<file path="config.mk">
export PLATFORM = sky130hd
export DESIGN_NAME = in_out_port
export DESIGN_NICKNAME = d
export VERILOG_FILES = /design/src/rtl/in_out_port.sv
export SDC_FILE = /design/constraint.sdc
export NUM_CORES = 1
export LEC_CHECK = 0
export ABC_CLOCK_PERIOD_IN_PS = 17000
export CAP_MARGIN = 20
export CELL_PAD_IN_SITES_DETAIL_PLACEMENT = 0
export CELL_PAD_IN_SITES_GLOBAL_PLACEMENT = 2
export CORE_AREA = 2 2 177 179
export CTS_CLUSTER_DIAMETER = 100
export DETAILED_ROUTE_END_ITERATION = 8
export DIE_AREA = 0 0 179 181
export MAX_ROUTING_LAYER = met4
export PLACE_DENSITY_LB_ADDON = 0.1
export SLEW_MARGIN = 10
export SYNTH_ARGS = -nofsm -noshare
export SYNTH_HDL_FRONTEND = slang
export SYNTH_SLANG_ARGS = --single-unit
</file>
<file path="constraint.sdc">
create_clock -name clk -period 17 [get_ports clk]
set_input_delay 5.1 -clock clk [delete_from_list [all_inputs] [get_ports clk]]
set_output_delay 5.1 -clock clk [all_outputs]
set_load 0.01 [all_outputs]
</file>
<file path="src/rtl/in_out_port.sv">
// in_out_port: one 2D-mesh NoC router port. Buffers whole packets, routes them XY and forwards them under credits.
// Optional macro DIFF_PAIR_CHECK_EN: accept an upstream start toggle only when the input pair is complementary.
module in_out_port #(
  parameter int FLIT_W      = 32,
  parameter int PKT_FLITS   = 4,
  parameter int BUF_PKTS    = 2,
  parameter int LOCAL_X     = 0,
  parameter int LOCAL_Y     = 0,
  parameter int MAX_CREDITS = 2
) (
  input  logic              clk,
  input  logic              rst,
  input  logic              diff_pair_p_in,
  input  logic              diff_pair_n_in,
  input  logic [FLIT_W-1:0] input_channel,
  output logic [FLIT_W-1:0] data_out,
  input  logic              credit_in,
  output logic              diff_pair_p_out,
  output logic              diff_pair_n_out,
  output logic              crt_out,
  output logic [3:0]        xbar_cfg_vector
);

  localparam int DEPTH = BUF_PKTS * PKT_FLITS;
  localparam int PTR_W = (DEPTH > 1) ? $clog2(DEPTH) : 1;
  localparam int CNT_W = $clog2(DEPTH + 1);
  localparam int PKT_W = $clog2(BUF_PKTS + 1);
  localparam int FL_W  = $clog2(PKT_FLITS + 1);
  localparam int CR_W  = $clog2(MAX_CREDITS + 1);
  localparam logic [FL_W-1:0] LAST_FLIT = FL_W'(PKT_FLITS - 1);

  typedef enum logic {RX_IDLE, RX_BUSY} rx_state_t;
  typedef enum logic [1:0] {TX_IDLE, TX_SEND, TX_DONE} tx_state_t;

  rx_state_t         rx_state;
  tx_state_t         tx_state;
  logic              p_ref;
  logic              rx_keep;
  logic              pair_ok;
  logic              toggle;
  logic              rx_start;
  logic              rx_admit;
  logic              rx_tail;
  logic              wr_en;
  logic              rd_en;
  logic              tx_start;
  logic [FL_W-1:0]   rx_cnt;
  logic [FL_W-1:0]   tx_cnt;
  logic [PTR_W-1:0]  wr_ptr;
  logic [PTR_W-1:0]  rd_ptr;
  logic [CNT_W-1:0]  fill;
  logic [PKT_W-1:0]  pkts_ready;
  logic [CR_W-1:0]   credits;
  logic [FLIT_W-1:0] head_flit;
  logic [3:0]        head_route;
  logic [FLIT_W-1:0] mem [DEPTH];

  // XY dimension order; Y is a unidirectional ring so any Y mismatch goes Y+.
  function automatic logic [3:0] xy_route(input logic [7:0] dest);
    logic [3:0] dx;
    logic [3:0] dy;
    logic [3:0] sel;
    dx = dest[7:4];
    dy = dest[3:0];
    if (dx > 4'(LOCAL_X))       sel = 4'b0001;
    else if (dx < 4'(LOCAL_X))  sel = 4'b0010;
    else if (dy != 4'(LOCAL_Y)) sel = 4'b0100;
    else                        sel = 4'b1000;
    return sel;
  endfunction

  function automatic logic [PTR_W-1:0] ptr_inc(input logic [PTR_W-1:0] ptr);
    return (ptr == PTR_W'(DEPTH - 1)) ? '0 : ptr + PTR_W'(1);
  endfunction

`ifdef DIFF_PAIR_CHECK_EN
  assign pair_ok = (diff_pair_p_in != diff_pair_n_in);
`else
  logic unused_n_leg;
  assign unused_n_leg = diff_pair_n_in;
  assign pair_ok      = 1'b1;
`endif

  // Admission is decided on the header edge; the receiver is idle then, so fill is exact.
  always_comb begin
    toggle     = pair_ok && (diff_pair_p_in != p_ref);
    rx_start   = (rx_state == RX_IDLE) && toggle;
    rx_admit   = rx_start && ((CNT_W'(DEPTH) - fill) >= CNT_W'(PKT_FLITS));
    wr_en      = rx_admit || ((rx_state == RX_BUSY) && rx_keep);
    rx_tail    = (rx_state == RX_BUSY) && rx_keep && (rx_cnt == LAST_FLIT);
    head_flit  = mem[rd_ptr];
    head_route = (fill != '0) ? xy_route(head_flit[FLIT_W-1 -: 8]) : 4'b0000;
    tx_start   = (tx_state == TX_IDLE) && (pkts_ready != '0) &&
                 (xbar_cfg_vector != 4'b0000) && (credits != '0);
    rd_en      = tx_start || (tx_state == TX_SEND);
  end

  always_ff @(posedge clk) begin
    if (wr_en) mem[wr_ptr] <= input_channel;
  end

  // Receiver: a dropped packet still occupies the receiver so its body is not mistaken for a header.
  always_ff @(posedge clk or posedge rst) begin
    if (rst) begin
      rx_state <= RX_IDLE;
      rx_keep  <= 1'b0;
      rx_cnt   <= '0;
      p_ref    <= 1'b1;
    end else begin
      if (pair_ok) p_ref <= diff_pair_p_in;
      case (rx_state)
        RX_IDLE: begin
          if (rx_start) begin
            rx_state <= RX_BUSY;
            rx_keep  <= rx_admit;
            rx_cnt   <= FL_W'(1);
          end
        end
        RX_BUSY: begin
          rx_cnt <= rx_cnt + FL_W'(1);
          if (rx_cnt == LAST_FLIT) rx_state <= RX_IDLE;
        end
      endcase
    end
  end

  // pkts_ready counts fully received packets not yet claimed by the transmitter.
  always_ff @(posedge clk or posedge rst) begin
    if (rst) begin
      wr_ptr     <= '0;
      rd_ptr     <= '0;
      fill       <= '0;
      pkts_ready <= '0;
      credits    <= '0;
    end else begin
      if (wr_en) wr_ptr <= ptr_inc(wr_ptr);
      if (rd_en) rd_ptr <= ptr_inc(rd_ptr);
      fill       <= fill + CNT_W'(wr_en) - CNT_W'(rd_en);
      pkts_ready <= pkts_ready + PKT_W'(rx_tail) - PKT_W'(tx_start);
      if (credit_in && !tx_start) begin
        if (credits != CR_W'(MAX_CREDITS)) credits <= credits + CR_W'(1);
      end else if (tx_start && !credit_in) begin
        credits <= credits - CR_W'(1);
      end
    end
  end

  // Transmitter: the route register only follows the FIFO head while no packet is in flight.
  always_ff @(posedge clk or posedge rst) begin
    if (rst) begin
      tx_state        <= TX_IDLE;
      tx_cnt          <= '0;
      data_out        <= '0;
      crt_out         <= 1'b0;
      xbar_cfg_vector <= 4'b0000;
      diff_pair_p_out <= 1'b1;
      diff_pair_n_out <= 1'b0;
    end else begin
      crt_out <= 1'b0;
      case (tx_state)
        TX_IDLE: begin
          xbar_cfg_vector <= head_route;
          if (tx_start) begin
            data_out        <= head_flit;
            diff_pair_p_out <= ~diff_pair_p_out;
            diff_pair_n_out <= diff_pair_p_out;
            tx_cnt          <= FL_W'(1);
            tx_state        <= TX_SEND;
          end
        end
        TX_SEND: begin
          data_out <= head_flit;
          tx_cnt   <= tx_cnt + FL_W'(1);
          if (tx_cnt == LAST_FLIT) tx_state <= TX_DONE;
        end
        TX_DONE: begin
          data_out        <= '0;
          crt_out         <= 1'b1;
          xbar_cfg_vector <= head_route;
          tx_state        <= TX_IDLE;
        end
        default: tx_state <= TX_IDLE;
      endcase
    end
  end

  a_xbar_onehot: assert property (@(posedge clk) disable iff (rst) $onehot0(xbar_cfg_vector));
  a_pair_compl:  assert property (@(posedge clk) disable iff (rst) diff_pair_p_out != diff_pair_n_out);
  a_no_overflow: assert property (@(posedge clk) disable iff (rst) fill <= CNT_W'(DEPTH));

endmodule

</file>
Word-level counts from Yosys, hierarchy flattened
Memories as Yosys holds them, arrays and structs flattened.
Cells that the tools add are included.

operators by class
  bitwise gates (word level) = 2
  magnitude comparators = 3
  reductions and logical operators = 29
  mux-type cells = 24
  equality and inequality tests = 12
  add/subtract/negate cells = 11

operator list
  kind                                                                count
  one-hot mux 32 bit (3 select lines)                                 1
  2-to-1 mux 32 bit                                                   1
  2-to-1 mux 4 bit                                                    4
  adder 3 x 1 -> 3 bit (second input constant)                        4
  2-to-1 mux 3 bit                                                    4
  one-hot mux 3 bit (2 select lines)                                  2
  AND reduction 2 bit                                                 6
  nonzero test 4 bit                                                  3
  2-to-1 mux 2 bit                                                    5
  logical AND 1 bit                                                   9
  nonzero test 2 bit                                                  4
  equality test 3 x 2 -> 1 bit (second input constant)                2
  equality test 3 bit (second input constant)                         2
  inequality test 2 bit (second input constant)                       3
  2-to-1 mux 1 bit                                                    5
  adder 4 x 1 -> 4 bit                                                1
  greater-or-equal comparator 4 x 3 -> 1 bit (second input constant)  1
  > comparator 4 x 1 -> 1 bit (second input constant)                 1
  < comparator 4 x 1 -> 1 bit (second input constant)                 1
  inequality test 2 x 1 -> 1 bit (second input constant)              2
  one-hot mux 2 bit (2 select lines)                                  1
  subtractor 4 x 1 -> 4 bit                                           1
  subtractor 4 bit (first input constant)                             1
  nonzero test 3 bit                                                  1
  13 further kinds                                                    16

word-level totals
  input bits = 37
  memories = 1
  bits in registers = 64
  bits in writable memories = 256
  output and inout port bits = 39
  logic and storage cells = 98

memory list
  name  words  width  read ports  clocked after Yosys merged registers in  wr ports  line  text
  mem   8      32     1           0                                        1         56    logic [FLIT_W-1:0] mem [DEPTH];

Depth between registers and ports, before layout
Gate-level depths: netlist of run 1.

  word-level depth = 8
  gate-level depth with buffers = 13
  gate-level depth less buffers = 11

Least setup slack after synthesis of run 1
Ideal clock, no wire load.

  path type = input to register
  start point = in diff_pair_p_in
  end point = mem mem[1][0] (enable)
  setup slack = 7.338 ns
  stages = 5
  setup time = 0.513 ns
  required time = 16.487 ns
  data arrival time = 9.149 ns
  path buffers = 1
  cell sequence = xnor2_1 -> nor2_1 -> a32oi_1 -> clkbuf_1 -> nor4b_1

between the ends
  cells in the longest elaborated chain, start to end = 6

RTL lines
  item                                    line  text
  from (decl)                             13    input logic diff_pair_p_in,
  inequality test 1 bit                   86    toggle = pair_ok && (diff_pair_p_in != p_ref);
  logical AND 1 bit                       87    rx_start = (rx_state == RX_IDLE) && toggle;
  logical AND 1 bit                       88    rx_admit = rx_start && ((CNT_W'(DEPTH) - fill) >= CNT_W'(PKT_FLITS));
  logical OR 1 bit                        89    wr_en = rx_admit || ((rx_state == RX_BUSY) && rx_keep);
  2-to-1 mux 1 bit                        99    if (wr_en) mem[wr_ptr] <= input_channel;
  2-to-1 mux 1 bit (implied by the code)  99
  to (decl)                               56

Every way passes these cells.

Final worst setup path of run 1
  start point = in diff_pair_p_in
  end point = reg fill[1]

between the ends
  cells in the longest elaborated chain, start to end = 6

RTL lines
  item                       line  text
  inequality test 1 bit      86
  logical AND 1 bit          87
  logical AND 1 bit          88
  logical OR 1 bit           89
  net wr_en                  44    logic wr_en;
  adder 4 x 1 -> 4 bit       138   fill <= fill + CNT_W'(wr_en) - CNT_W'(rd_en);
  subtractor 4 x 1 -> 4 bit  138
  to (signal assigned)       138
  to (decl)                  51    logic [CNT_W-1:0] fill;

The timed path passes the listed nets, and every way through them passes these cells.
A chain may end at the register's enable or synchronous reset.

==> results of run 1 <==
## synth_stat cells, types with 2 or more instances
master	n	area, µm²
o31ai_1	4	30.0
clkbuf_1	20	75.1
buf_2	10	50.1
nor2_1	7	26.3
a21oi_1	62	310
nand2_1	18	67.6
mux2_2	11	124
nor4bb_1	2	20.0
edfxtp_1	256	7690
o22ai_1	2	12.5
buf_1	3	11.3
inv_1	17	63.8
mux4_2	64	1440
xnor2_1	5	43.8
dfstp_2	2	52.6
nor3_1	2	10.0
nor3b_1	4	30.0
mux2i_1	30	300
nor2b_1	3	18.8
xor2_1	4	35.0
nor4b_1	3	26.3
nor4_1	3	18.8
ha_1	16	200
dfrtp_1	61	1530
nand2b_1	2	12.5
o21ai_0	7	35.0
nand3_1	2	10.0
## final cells by class
class	count	area [µm²]	share of cell area (%)
flip-flops and latches	319	9270	62.7
multi-input cells	266	2980	20.2
clock buffers	50	985	6.66
repair buffers	95	896	6.06
well taps	396	495	3.35
clock inverters	13	92.6	0.626
inverters	17	65.1	0.440
diodes	1	2.50	0.0169
## critical path: cells and delay by family
| kind | cells | cell delay, ns |
|---|---|---|
| compound gates | 1 | 0.27 |
| xor+xnor | 1 | 0.42 |
| fa+ha+maj | 2 | 0.62 |
| buf+inv | 5 | 0.94 |
| simple gates | 1 | 0.11 |
## cell families (layout without fill, tap and decap cells)
group	count (synthesis)	in the layout	share of synthesized area, %
other	1	2	0.0303
xor gates and xnor gates	9	9	0.636
adders and majority gates	17	17	1.78
DFF	319	319	74.8
muxes	105	105	15.1
buffers and inverters	52	175	1.77
and+or+nand+nor	53	53	2.36
AOI/OAI and AO/OA	81	81	3.55
## layout by cell type (no fill, tap or decap), types with 3 or more instances in the layout
master	netlist	final
edfxtp_1	256	256
clkdlybuf4s50_1	0	73
mux4_2	64	64
a21oi_1	62	62
dfrtp_1	61	58
clkbuf_16	0	37
mux2i_1	30	30
buf_4	1	22
nand2_1	18	18
inv_1	17	16
ha_1	16	16
clkbuf_1	20	12
mux2_2	11	11
clkinv_2	0	9
nor2_1	7	7
o21ai_0	7	7
xnor2_1	5	5
xor2_1	4	4
o31ai_1	4	3
nor2b_1	3	3
nor3b_1	4	3
nor4b_2	0	3
## power by group through the flow
stage               clock network [µW]  registers [µW]  logic (µW)
floorplan                            0             872        19.3
global placement                     0             875        34.3
detailed placement                   0             875        37.1
CTS                                731             859        37.2
global route                       764             860        41.4
finish                             710             860        36.3
## flip-flops by register name (all words and copies together), names as in the netlist
register         cells
diff_pair_p_out      1
wr_ptr               3
crt_out              1
p_ref                1
tx_cnt               3
rx_keep              1
credits              2
fill                 4
xbar_cfg_vector      3
mem                256
data_out            32
diff_pair_n_out      1
pkts_ready           2
tx_state             2
rx_state             1
rd_ptr               3
rx_cnt               3
## path summary, 6_finish.rpt
path / from / to / slack (ns) / cells past startpoint
worst max register to register: tx_state[0] / fill[2] / 13.94 / 9
worst min register to register: tx_cnt[0] / tx_cnt[0] / 0.47 / 1
max in group asynchronous: rst / rd_ptr[0] / 11.09 / 3
min in group asynchronous: rst / credits[1] / 5.21 / 3
worst min-delay path: tx_cnt[0] / tx_cnt[0] / 0.47 / 1
worst max-delay path: diff_pair_p_in / fill[1] / 9.98 / 10
## per-stage QoR
step | cells | hold slack [ns] | setup WS [ns]
global placement | 1093 | 0.468 | 9.49
global route | 1157 | 0.506 | 9.81
CTS | 1156 | 0.477 | 9.96
floorplan | 637 | 0.446 | 7.34
finish | 1157 | 0.470 | 9.98
detailed placement | 1093 | 0.470 | 9.41
## metal layers
metal  global-route usage, %  vias up  routed length [µm]  part of all wire [%]
met1                    22.6     3177               11400                    45
met3                    3.35       31                1240                   4.9
met4                    3.90        0                 393                   1.5
li1                        -     2735                   -                     -
met5                       -        -                   0                     0
met2                    26.7      114               12500                    49
==> run_results.csv, run 1 <==
group,metric,value,unit
final_layout,drive_above_1_share,21.6,%
sta,worst_slew_pin_slew,0.971,ns
final_layout,fill_cells,2532,
power,p_seq_share,53.5,%
clocking,cts.sinks,319,
clocking,cts-root-buf,"clkbuf_16",
routing,drc,0,
sta,fmax,0.142,GHz
floorplan,die_w,179,µm
placed_design,place.gp.congestion,0.747,
floorplan,dieArea,32400,µm²
global_route,grt_pass1_wl,39400,µm
setup_path,startpoint_type,"primary input",
sta,setup_viol,0,
synth,async_flop_share,19.7,%
synth,synth_cell_type_count,44,
clocking,h-tree-depth,2,
sta,layout_worst_path_cycle_share,41.3,%
setup_path,crit_chain,"clkdlybuf4s50_1 -> xnor2_1 -> nor2_1 -> a32oi_1 -> buf_4 -> inv_1 -> ha_1 -> inv_1 -> fa_1 -> inv_1",
clocking,cts_buffers,36,
final_layout,syn2layout_area_growth,19.4,%
synth,synth_cells,637,
setup_path,crit_path_end_kind,"flop",
clocking,cts_resized,0,
power,clkPwrFrac,44.2,%
global_route,grt_overflow,0,
clocking,tritoncts,"built",
sta,finClkSkew,0.0224,ns
routing,firstDrtPassIters,4,
setup_path,critical_path_arrival,7.47,ns
power,p_per_area,109,nW/µm²
clocking,clk_latency,0.50,ns
synth,yosysWarnings,0,
status,outcome,"finished, final reports clean",
placed_design,placed_area,13700,µm²
placed_design,place_hpwl,14000,µm
placed_design,numPortBuffers,73,
power,vdd.ir_drop.worst,62.3,µV
final_layout,fin_util,48.7,%
sta,slew_viol_final,0,
power,p_total,1610,µW
synth,synth-edff-count,256,
sta,setup-tns-final,0,ns
global_route,antenna_found_initial,1,
power,p_comb_share,2.3,%
sta,max_slew_margin,35.2,%
power,swShare,19.8,%
floorplan,core,30300,µm²
clocking,clk_pin_slew_worst_paths,0.06,ns
floorplan,ios,76,
clocking,postCtsSetupBuffers,0,
global_route,grt_pass1_vias,6562,
run,maxCapViolCount,0,
synth,synth-main-ff-cell,"edfxtp_1",
sta,period_minus_slack,7.02,ns
floorplan,die_h,181,µm
setup_path,path_max_fanout,12,
routing,wl_per_cell,22.0,µm
global_route,grt_max_degree,70,
synth,netlist_area,12400,µm²
power,p_leak,0.00501,µW
clocking,post_cts_hold_buffer_count,0,
power,p_int,1290,µW
setup_path,slowest_delay,0.44,ns
synth,avgSynthCellArea,19.4,µm²
global_route,gr-usage-all-layers,16.8,%
routing,drt-total-wl,25400,µm
setup_path,path_common_cell,"inv_1",
synth,synth-seq-cells,319,
routing,via_count,6057,
setup_path,cpMaxStageDelayCell,"clkdlybuf4s50_1",
sta,grt_setup_unrepaired,"false",
floorplan,initial_core_util,40.8,%
routing,ant_nets,0,
synth,seq_area_frac_synth,74.8,%
hold_path,hp-class,"flop to flop",
final_layout,design_area,14800,µm²
setup_path,critPathKind,"primary input to flop",
synth,synthesis.nets,691,
floorplan,rows,64,
routing,drt-vias-per-instance,5.24,
power,power.net_switching,318,µW
routing,drt-initial-drc-count,407,
setup_path,cp.required,17.44,ns
clocking,clk_path_buf_depth,3,
sta,hold_viol_final,0,
final_layout,final_nets,789,
(Power assumes the default switching activity.)
==> run 2, diff against run 1 <==
ABC_CLOCK_PERIOD_IN_PS = 5700   (was 17000)
clock period = 5.7 ns   (was 17 ns; I/O delays follow)
==> run 2 against run 1 <==
Against the previous run:
- via count is 0.73% higher
- register-to-register slack got worse by 11 ns
- total power rose to 3.0 times the previous value
- largest power group unchanged
- worst hold slack better by 0.0015 ns
- critical endpoint unchanged
==> run_results.csv, run 2 (synthesis gave the netlist of run 1 again) <==
group,metric,value,unit
floorplan,dieArea,32400,µm²
power,p_per_area,328,nW/µm²
floorplan,die_w,179,µm
sta,setup-tns-final,0,ns
global_route,grt_pass1_vias,6518,
sta,finClkSkew,0.0151,ns
setup_path,path_max_fanout,12,
final_layout,regMostFlops,"mem",
routing,drt-vias-per-instance,5.25,
clocking,h-tree-depth,2,
sta,setup_viol,0,
status,outcome,"finished, final reports clean",
floorplan,ios,76,
final_layout,largestRegisters,"mem (256), data_out (32), fill (4)",
power,vdd.ir_drop.worst,236,µV
final_layout,drive_above_1_share,22.1,%
routing,drc,0,
final_layout,fill_cells,2499,
floorplan,die_h,181,µm
sta,slew_viol_final,0,
setup_path,cp.required,6.14,ns
power,p_leak,0.00504,µW
final_layout,final_nets,791,
clocking,cts.sinks,319,
global_route,grt_max_degree,42,
sta,grt_setup_unrepaired,"false",
final_layout,fin_cells,1162,
sta,layout_worst_path_cycle_share,61.9,%
final_layout,layout_common_cells,"edfxtp_1 (256), clkdlybuf4s50_1 (73), mux4_2 (64)",
routing,firstDrtPassIters,6,
clocking,clk_path_buf_depth,3,
setup_path,startpoint_type,"primary input",
routing,drt-total-wl,25300,µm
setup_path,crit_path_end_kind,"flop",
global_route,grt_overflow,0,
placed_design,place.gp.congestion,0.691,
hold_path,hp-class,"flop to flop",
setup_path,crit_path_start,"diff_pair_p_in",
global_route,antenna_found_initial,1,
clocking,cts-root-buf,"clkbuf_16",
floorplan,rows,64,
placed_design,place_inst,1095,
final_layout,syn2layout_area_growth,20.2,%
final_layout,mostFrequentLayoutCell,"edfxtp_1",
sta,worst_slew_pin_slew,0.965,ns
sta,max_slew_margin,35.7,%
floorplan,core,30300,µm²
routing,ant_nets,0,
final_layout,multi_input_area,2980,µm²
placed_design,place_hpwl,14700,µm
clocking,clk_latency,0.51,ns
clocking,cts_buffers,36,
global_route,grt_pass1_wl,39000,µm
placed_design,numPortBuffers,73,
setup_path,reg2reg_from,"rd_ptr[0]",
clocking,tritoncts,"built",
routing,wl_per_cell,21.8,µm
routing,drt-initial-drc-count,381,
global_route,gr-usage-all-layers,16.8,%
sta,setup_ws,2.17,ns
setup_path,critPathKind,"primary input to flop",
routing,via_count,6101,
hold_path,hold_start,"tx_cnt[0]",
clocking,post_cts_hold_buffer_count,0,
sta,hold_viol_final,0,
final_layout,fin_util,49.0,%
run,maxCapViolCount,0,
clocking,postCtsSetupBuffers,0,
floorplan,initial_core_util,40.8,%
setup_path,critical_path_arrival,3.98,ns
final_layout,largest_register_ff_count,256,
clocking,clk_pin_slew_worst_paths,0.06,ns
clocking,cts_resized,0,
sta,fmax,0.283,GHz
final_layout,seq_area,9270,µm²
placed_design,dp_slack,1.61,ns
sta,period_minus_slack,3.53,ns
==> run 2: cell types whose count changed in the layout (fill, tap and decap cells not counted), moves of 2 or more <==
| cell | previous run | this run |
|---|---|---|
| clkbuf_8 | 1 | 3 |
| clkbuf_1 | 12 | 10 |
| clkinvlp_4 | 2 | 5 |
| clkinv_2 | 9 | 3 |
| clkinv_1 | 2 | 4 |
| inv_6 | 0 | 2 |
| buf_4 | 22 | 24 |
==> run 2: layout make-up <==
| cell class | count | area share (%) |
|---|---|---|
| diodes | 1 | 0.0168 |
| multi-input cells | 266 | 20.0 |
| clock buffers | 50 | 6.75 |
| flip-flops and latches | 319 | 62.3 |
| repair buffers | 97 | 6.12 |
| inverters | 17 | 0.437 |
| well taps | 396 | 3.33 |
| clock inverters | 16 | 1.00 |
==> run 2: through the flow <==
step / total power, µW / hold slack [ns] / instance area, µm²
detailed placement: 2720 / 0.467 / 13700
CTS: 4940 / 0.479 / 14900
global placement: 2710 / 0.466 / 13700
finish: 4880 / 0.471 / 14900
floorplan: 2660 / 0.446 / 12400
global route: 5060 / 0.500 / 14900
==> run 2: critical path: stages <==
cell and delay (ns):
clkdlybuf4s50_1 0.45, xnor2_1 0.42, nor2_1 0.11, a32oi_1 0.20
buf_4 0.27, inv_1 0.07, ha_1 0.21, inv_1 0.07
fa_1 0.40, inv_1 0.06
==> run 2: metal layers <==
| layer | global-route usage [%] | wire [µm] | vias to the layer above |
|---|---|---|---|
| met5 | - | 0 | - |
| met2 | 27.7 | 12900 | 123 |
| met4 | 3.93 | 361 | 0 |
| li1 | - | - | 2741 |
| met1 | 21.6 | 10900 | 3208 |
| met3 | 3.01 | 1120 | 29 |
==> run 2: power by group <==
group          total (µW)  switching, µW  leakage (µW)  internal [µW]
registers            2560           22.9       0.00314           2540
logic                 110           59.7       0.00135           50.7
clock network        2210            878      0.000546           1330
==> run 2: worst paths after layout <==
path                                       to  slack, ns  depth (start not counted)
setup reg to reg           xbar_cfg_vector[3]       2.97                          4
hold reg to reg                     tx_cnt[0]       0.47                          1
setup / recovery                      fill[1]       2.17                         10
hold / removal                      tx_cnt[0]       0.47                          1
max in group asynchronous           wr_ptr[1]       3.19                          3
min in group asynchronous         data_out[4]       1.56                          2
